[src/rtl/norm_pkg.sv]
// Shared types and constants for the normalizer: FSM states, widths, step schedule.
// Pure declarations, no timing or handshake behaviour of its own.
package norm_pkg;

  localparam int unsigned DATA_W = 32;
  localparam int unsigned AMT_W  = 5;
  localparam int unsigned NSTEPS = 5;

  typedef enum logic [1:0] {
    IDLE,
    RUN,
    DONE
  } state_e;

  // Binary-search schedule: 16, 8, 4, 2, 1 for steps 0..4.
  function automatic logic [AMT_W-1:0] step_width(input logic [2:0] step);
    return AMT_W'(16 >> step);
  endfunction

endpackage

[src/rtl/norm_step.sv]
// One normalization step: tests W edge bits and shifts by W when they are all zero.
// Purely combinational with no latency; it has no handshake and never applies backpressure.
module norm_step
  import norm_pkg::*;
(
  input  logic [DATA_W-1:0] data_i,
  input  logic              dir_i,
  input  logic [AMT_W-1:0]  w_i,
  output logic [DATA_W-1:0] data_o,
  output logic              hit_o
);

  logic [DATA_W-1:0] ones;
  logic [DATA_W-1:0] test_mask;

  always_comb begin
    ones      = '1;
    // dir 0 tests the top W bits, dir 1 tests the bottom W bits.
    test_mask = dir_i ? ~(ones << w_i) : ~(ones >> w_i);
    hit_o     = ((data_i & test_mask) == '0);
    data_o    = data_i;
    if (hit_o) begin
      data_o = dir_i ? (data_i >> w_i) : (data_i << w_i);
    end
  end

endmodule

[src/rtl/normalizer.sv]
// Leading/trailing-zero normalizer: 5 RUN cycles, so out_valid rises 6 cycles after the input handshake.
// One operation at a time; outputs are held until out_ready is seen, and in_ready stays low meanwhile.
module normalizer
  import norm_pkg::*;
(
  input  logic              clk,
  input  logic              rstn,
  input  logic              in_valid,
  output logic              in_ready,
  input  logic [DATA_W-1:0] a,
  input  logic              dir,
  output logic              out_valid,
  input  logic              out_ready,
  output logic [DATA_W-1:0] norm,
  output logic [AMT_W-1:0]  amt,
  output logic              zero
);

  state_e            state_q, state_d;
  logic [2:0]        step_q, step_d;
  logic [DATA_W-1:0] norm_q, norm_d;
  logic [AMT_W-1:0]  amt_q, amt_d;
  logic              zero_q, zero_d;
  logic              dir_q, dir_d;

  logic [AMT_W-1:0]  step_w;
  logic [DATA_W-1:0] step_data;
  logic              step_hit;

  assign step_w = step_width(step_q);

  norm_step u_step (
    .data_i (norm_q),
    .dir_i  (dir_q),
    .w_i    (step_w),
    .data_o (step_data),
    .hit_o  (step_hit)
  );

  always_comb begin
    state_d = state_q;
    step_d  = step_q;
    norm_d  = norm_q;
    amt_d   = amt_q;
    zero_d  = zero_q;
    dir_d   = dir_q;
    case (state_q)
      IDLE: begin
        if (in_valid) begin
          state_d = RUN;
          norm_d  = a;
          dir_d   = dir;
          zero_d  = (a == '0);
          amt_d   = '0;
          step_d  = '0;
        end
      end
      RUN: begin
        norm_d = step_data;
        // Widths sum to 31, so amt cannot wrap even when every step fires.
        if (step_hit) begin
          amt_d = amt_q + step_w;
        end
        step_d = step_q + 3'd1;
        if (step_q == 3'(NSTEPS - 1)) begin
          state_d = DONE;
          step_d  = '0;
        end
      end
      DONE: begin
        if (out_ready) begin
          state_d = IDLE;
        end
      end
      default: state_d = IDLE;
    endcase
  end

  always_ff @(posedge clk or negedge rstn) begin
    if (!rstn) begin
      state_q <= IDLE;
      step_q  <= '0;
      norm_q  <= '0;
      amt_q   <= '0;
      zero_q  <= 1'b0;
      dir_q   <= 1'b0;
    end else begin
      state_q <= state_d;
      step_q  <= step_d;
      norm_q  <= norm_d;
      amt_q   <= amt_d;
      zero_q  <= zero_d;
      dir_q   <= dir_d;
    end
  end

  assign in_ready  = (state_q == IDLE);
  assign out_valid = (state_q == DONE);
  assign norm      = norm_q;
  assign amt       = amt_q;
  assign zero      = zero_q;

endmodule

[config.mk]
export PLATFORM = sky130hd
export DESIGN_NAME = normalizer
export DESIGN_NICKNAME = d
export VERILOG_FILES = /design/src/rtl/norm_pkg.sv /design/src/rtl/norm_step.sv /design/src/rtl/normalizer.sv
export SDC_FILE = /design/constraint.sdc
export NUM_CORES = 1
export LEC_CHECK = 0
export ABC_AREA = 1
export CORE_MARGIN = 2
export CORE_UTILIZATION = 45
export DETAILED_ROUTE_END_ITERATION = 7
export PLACE_DENSITY = 0.66
export SYNTH_ARGS = -nofsm -noshare
export SYNTH_HDL_FRONTEND = slang
export SYNTH_HIERARCHICAL = 1
export SYNTH_SLANG_ARGS = --single-unit
[constraint.sdc]
create_clock -name clk -period 8.27 [get_ports clk]
set_clock_uncertainty 0.1 [all_clocks]
set_input_delay 1.2405 -clock clk [delete_from_list [all_inputs] [get_ports clk]]
set_output_delay 1.2405 -clock clk [all_outputs]
set_load 0.01 [all_outputs]
# Word-level counts from Yosys, hierarchy flattened
# Index checks and enable logic that the tools add are counted.
# Widths: inputs -> output; s select.
dict set report op_classes {
  n_eq_ne 7
  muxes 15
  n_bitwise 3
  shifts 5
  n_reduce_logical 8
  addsub 2
}
# cell n
set op_table {}
lappend op_table {{$mux 32} 4}
lappend op_table {{$logic_not 32->1} 2}
lappend op_table {{$not 32->32} 2}
lappend op_table {{$pmux 32 s2} 1}
lappend op_table {{$and 32x32->32} 1}
lappend op_table {{$shl 32x5->32} 1}
lappend op_table {{$shl 32x5->32 const A} 1}
lappend op_table {{$shr 32x5->32} 1}
lappend op_table {{$shr 32x5->32 const A} 1}
lappend op_table {{$mux 5} 2}
lappend op_table {{$pmux 5 s2} 1}
lappend op_table {{$mux 2} 3}
lappend op_table {{$mux 3} 2}
lappend op_table {{$ne 2x2->1 const B} 3}
lappend op_table {{$pmux 2 s3} 1}
lappend op_table {{$pmux 3 s2} 1}
lappend op_table {{$reduce_and 3->1} 2}
lappend op_table {{$add 5x5->5} 1}
lappend op_table {{$shr 5x3->5 const A} 1}
lappend op_table {{$reduce_and 2->1} 2}
lappend op_table {{$add 3x1->3 const B} 1}
lappend op_table {{$eq 3x3->1 const B} 1}
lappend op_table {{$eq 2x1->1 const B} 1}
lappend op_table {{$eq 2x2->1 const B} 1}
lappend op_table {{other kinds (3)} 3}
dict set report word_totals {
  register_bits 44
  in_bits 37
}

# Longest topological paths before layout
dict set report depth {
  ltp_word 8
  ltp_mapped 24
  ltp_nobuf 21
}

# Modules after synthesis
# Netlist, hierarchy kept.
# mod seq_area_each_um2 instances cells_per_inst area_each_um2
set modules_own_cells {}
lappend modules_own_cells {norm_step 0.0 1 979 4307.9}
lappend modules_own_cells {normalizer 1101.1 1 298 2316.0}

# Least setup slack after synthesis
# No wires, ideal clock.
dict set report synth_timing {
  path_type {reg-to-reg}
  start {register step_q[0]}
  end {register amt_q[1], in the netlist amt[1]}
  setup_time_ns 0.127
  required_ns 8.043
  t_arrival_ns 2.460
  path_stages_with_launch 23
  slack_ns 5.584
  synth_period_minus_slack_ns 2.686
  path_cell_list {dfrtp_1 inv_1 ha_1 nand2_1 inv_1 buf_2 nor2_4 nand2_1 nand3_1 nand2_1 nand2_1 nand2_1 nor2_1 nand2_1 inv_1 nand2_1 nor2_1 buf_4 inv_1 nor2_2 nor2_4 inv_1 o21ai_0}
}
dict set report synth_between {
  elab_chain_cells 8
}
# element line
set synth_lines {}
lappend synth_lines {{start, declared} normalizer.sv:20} ;# logic [2:0] step_q, step_d;
lappend synth_lines {{start signal, assigned} normalizer.sv:89} ;# step_q <= step_d;
lappend synth_lines {{$shr 5x3->5 *} norm_pkg.sv:17} ;# return AMT_W'(16 >> step);
lappend synth_lines {{net step_w[0]} normalizer.sv:26} ;# logic [AMT_W-1:0] step_w;
lappend synth_lines {{$shr 32x5->32 / $shl 32x5->32 (equally long branches)} norm_step.sv:19} ;# test_mask = dir_i ? ~(ones << w_i) : ~(ones >> w_i);
lappend synth_lines {{$not 32->32} norm_step.sv:19}
lappend synth_lines {{$mux 32 *} norm_step.sv:19}
lappend synth_lines {{$and 32x32->32 *} norm_step.sv:20} ;# hit_o = ((data_i & test_mask) == '0);
lappend synth_lines {{$logic_not 32->1 *} norm_step.sv:20}
lappend synth_lines {{net step_hit} normalizer.sv:28} ;# logic step_hit;
lappend synth_lines {{$ne 2x2->1 (no source line) *} n/a}
lappend synth_lines {{$reduce_and 3->1 (no source line) *} n/a}
lappend synth_lines {{end signal, assigned} normalizer.sv:91} ;# amt_q <= amt_d;
lappend synth_lines {{end, declared} normalizer.sv:22} ;# logic [AMT_W-1:0] amt_q, amt_d;
# The timed path passes the listed nets; every way through them passes the cells marked *. The select of a mux whose other input is x is not followed.
# A chain may end at the register's enable or synchronous reset.

# Worst setup path after layout
dict set report layout_timing {
  start {register step_q[0]}
  end {register norm_q[11], in the netlist norm[11]}
}
# element line
set layout_rtl {}
lappend layout_rtl {{$shr 5x3->5 *} norm_pkg.sv:17}
lappend layout_rtl {{net step_w[1]} normalizer.sv:26}
lappend layout_rtl {{$shl 32x5->32 / $shr 32x5->32 (equally long branches)} norm_step.sv:23} ;# data_o = dir_i ? (data_i >> w_i) : (data_i << w_i);
lappend layout_rtl {{$mux 32 *} norm_step.sv:23}
lappend layout_rtl {{$mux 32 *} norm_step.sv:22} ;# if (hit_o) begin
lappend layout_rtl {{net step_data[11]} normalizer.sv:27} ;# logic [DATA_W-1:0] step_data;
lappend layout_rtl {{$pmux 32 s2 *} normalizer.sv:47} ;# case (state_q)
lappend layout_rtl {{end signal, assigned} normalizer.sv:90} ;# norm_q <= norm_d;
lappend layout_rtl {{end, declared} normalizer.sv:21} ;# logic [DATA_W-1:0] norm_q, norm_d;
# Marked as above.

==> out/results.ini <==
[synthesis]
yosysSeqAreaShare_pct = 16.6
synthCells = 1277
syn-cell-area_um2 = 6620
synthesis.nets = 1324
synth-seq-cells = 44
ys.flop_type = dfrtp_1
synth_edf_count = 0
synth_cell_type_count = 31
yosys.area.top_type_share_pct = 32.9
yosys_warnings = 6
yosys-top-cells-area = nand2_1 33%, nand3_1 29%, dfrtp_1 17%
ys_async_sr_fraction_pct = 100
yosys.area.top_type = nand2_1
syn_area_per_cell_um2 = 5.19

[critical_path]
setup.worst_path.class = reg2reg
crit_path_max_incr_delay_ns = 0.75
crit_fanout = 58
critPathSlowestCell = inv_2
crit_path_start_kind = flip-flop
worstPathRequired_ns = 8.33
cp_cell_sequence = ha_1 -> ha_2 -> inv_2 -> nand2_1 -> nand2_1 -> nand3_1 -> nand3_1 -> nand2_1 -> inv_2 -> nand3_1 -> nor2_2 -> nand2_2 -> nand2_1 -> nand2_1 -> nand2_1 -> o211ai_1
endpoint_kind = flip-flop
cp_top_family = simple AND/OR/NAND/NOR gates
cp_common_cell = nand2_1
arrival_ns = 4.55
cp_num_buf_inv = 2

[clocking]
cts_resized = 0
path_clk_slew_ns = 0.07
htreeDepth = 2
cts_hold_buffers = 0
cts_root_buf = clkbuf_16
post_cts_buffers = 0
clk_latency_ns = 0.30
cts_made_buffers = 5
clock_sinks = 44
cts_tree = done
clk_path_buf_depth = 2

[timing]
report.final.slew_viol_count = 0
tightest_slew_ns = 1.08
rsz0062_at_grt = false
timing.slew.headroom_pct = 27.8
period_share_pct = 54.3
tns_ns = 0
fmax_mhz = 223
hold_violations = 0
min_period_ns = 4.49
setup_viol = 0

[floorplanning]
core-area_um2 = 14500
dieWidth_um = 125
design.portCount = 77
row_count = 44
die_h_um = 125
start_util_pct = 45.7
die_area_um2 = 15700

[final_layout]
utilization_pct = 52.1
multi_input_area_um2 = 4940
final_nets = 1349
n_antenna_cell = 0
layout-drive-gt1-share_pct = 3.99
syn2layout_area_growth_pct = 13.8
fillers = 1595
regArea_um2 = 1100

[route]
met3_length_um = 3480
highest_layer = met4
routed_wl_um = 29200
vias_per_cell = 6.03
drtIter0Drc = 1322
met1_length_um = 11900
met2_length_um = 12700
vias = 8964
drc_errors = 0
drt_pre_antenna_iters = 6
wire_per_inst_um = 19.6
ant_nets = 0

[hold_path]
worstHoldPathType = reg2reg

[grt]
grt_util_all_layers_pct = 36.5
grt_pass1_vias = 8007
grt_overflow_total = 0
grt_first_pass_wirelength_um = 45500
grt_max_degree = 63
grt_antenna_before_repair = 0

[placement]
place_congestion = 1.04
port_buffers = 76
dp_hpwl_um = 21500

[outcome]
status = finished, final reports clean

[job]
cap_violations = 0

## cell families (layout without fill, tap and decap cells)
logic type               count (synthesis)  in the layout  synth area share [%]
AND/OR/NAND/NOR                       1040           1040                  67.8
buffers and inverters                  134            160                  9.14
AO/OA/AOI/OAI                           49             49                  4.46
flip-flops                              44             44                  16.6
adder cells (fa/ha/maj)                 10             10                  2.00
## metrics by stage
stage          hold WS, ns  instance area, um2  setup WS (ns)  std cells
2_1_floorplan        0.344                6620           5.58       1277
3_3_place_gp         0.405                7370           3.95       1479
5_1_grt              0.466                7540           3.33       1487
4_1_cts              0.426                7540           3.93       1487
3_5_place_dp         0.407                7370           3.95       1479
6_report             0.421                7540           3.78       1487
## layout by cell type (no fill, tap or decap), drive strengths merged
cell,count
nand3,382
a21oi,5
o22ai,2
a21boi,2
clkinv,1
o21ai,23
fa,1
bufinv,1
o211ai,16
clkinvlp,1
and3,1
clkbuf,5
dfrtp,44
buf,15
and2,1
ha,9
nor2,66
inv,62
o21bai,1
nand4,5
or2,1
clkdlybuf4s50,75
nand2,584
## cells in the mapped netlist, types with 6 or more instances
master    instances
buf_1            14
buf_2            40
buf_4             6
clkbuf_1          9
dfrtp_1          44
ha_1              9
inv_1            51
inv_2             8
nand2_1         581
nand3_1         382
nor2_1           55
o211ai_1         16
o21ai_0          18
## worst register-to-register path: cells and delay by family (launching register included)
family          cells  cell delay [ns]
buf+inv             2             0.81
compound gates      1             0.08
fa+ha+maj           2             0.42
flops               1             0.43
simple gates       11             2.50
## registers in the layout, summed over array words and instances, names as in the netlist
register / count
norm: 32
amt: 5
step_q: 3
state_q: 2
dir_q: 1
zero: 1
## path summary, 6_finish.rpt
| check | slack [ns] | cells after the start | from | end |
|---|---|---|---|---|
| setup reg to reg | 3.78 | 16 | step_q[0] | norm[11] |
| min in group asynchronous | 0.91 | 2 | rstn | state_q[1] |
| hold / removal | 0.42 | 2 | amt[3] | amt[3] |
| hold reg to reg | 0.42 | 2 | amt[3] | amt[3] |
| setup / recovery | 3.78 | 16 | step_q[0] | norm[11] |
| max in group asynchronous | 6.75 | 2 | rstn | norm[13] |
## layer usage
metal	up-vias	track usage, %
met5	-	0
met4	0	13.5
met3	74	7.92
met2	581	56.3
met1	4048	50.1
li1	4261	-
## final cells by class
cell class | instances | share of cell area, %
multi-input combinational | 1099 | 65.5
sequential | 44 | 14.6
timing repair buffer | 90 | 11.4
inverter | 62 | 3.19
tap | 184 | 3.05
clock buffer | 5 | 1.66
clock inverter | 3 | 0.614
Power is left out: the tool's default activity adds up to more than one toggle a clock period on the data nets, which glitch-free logic cannot reach.
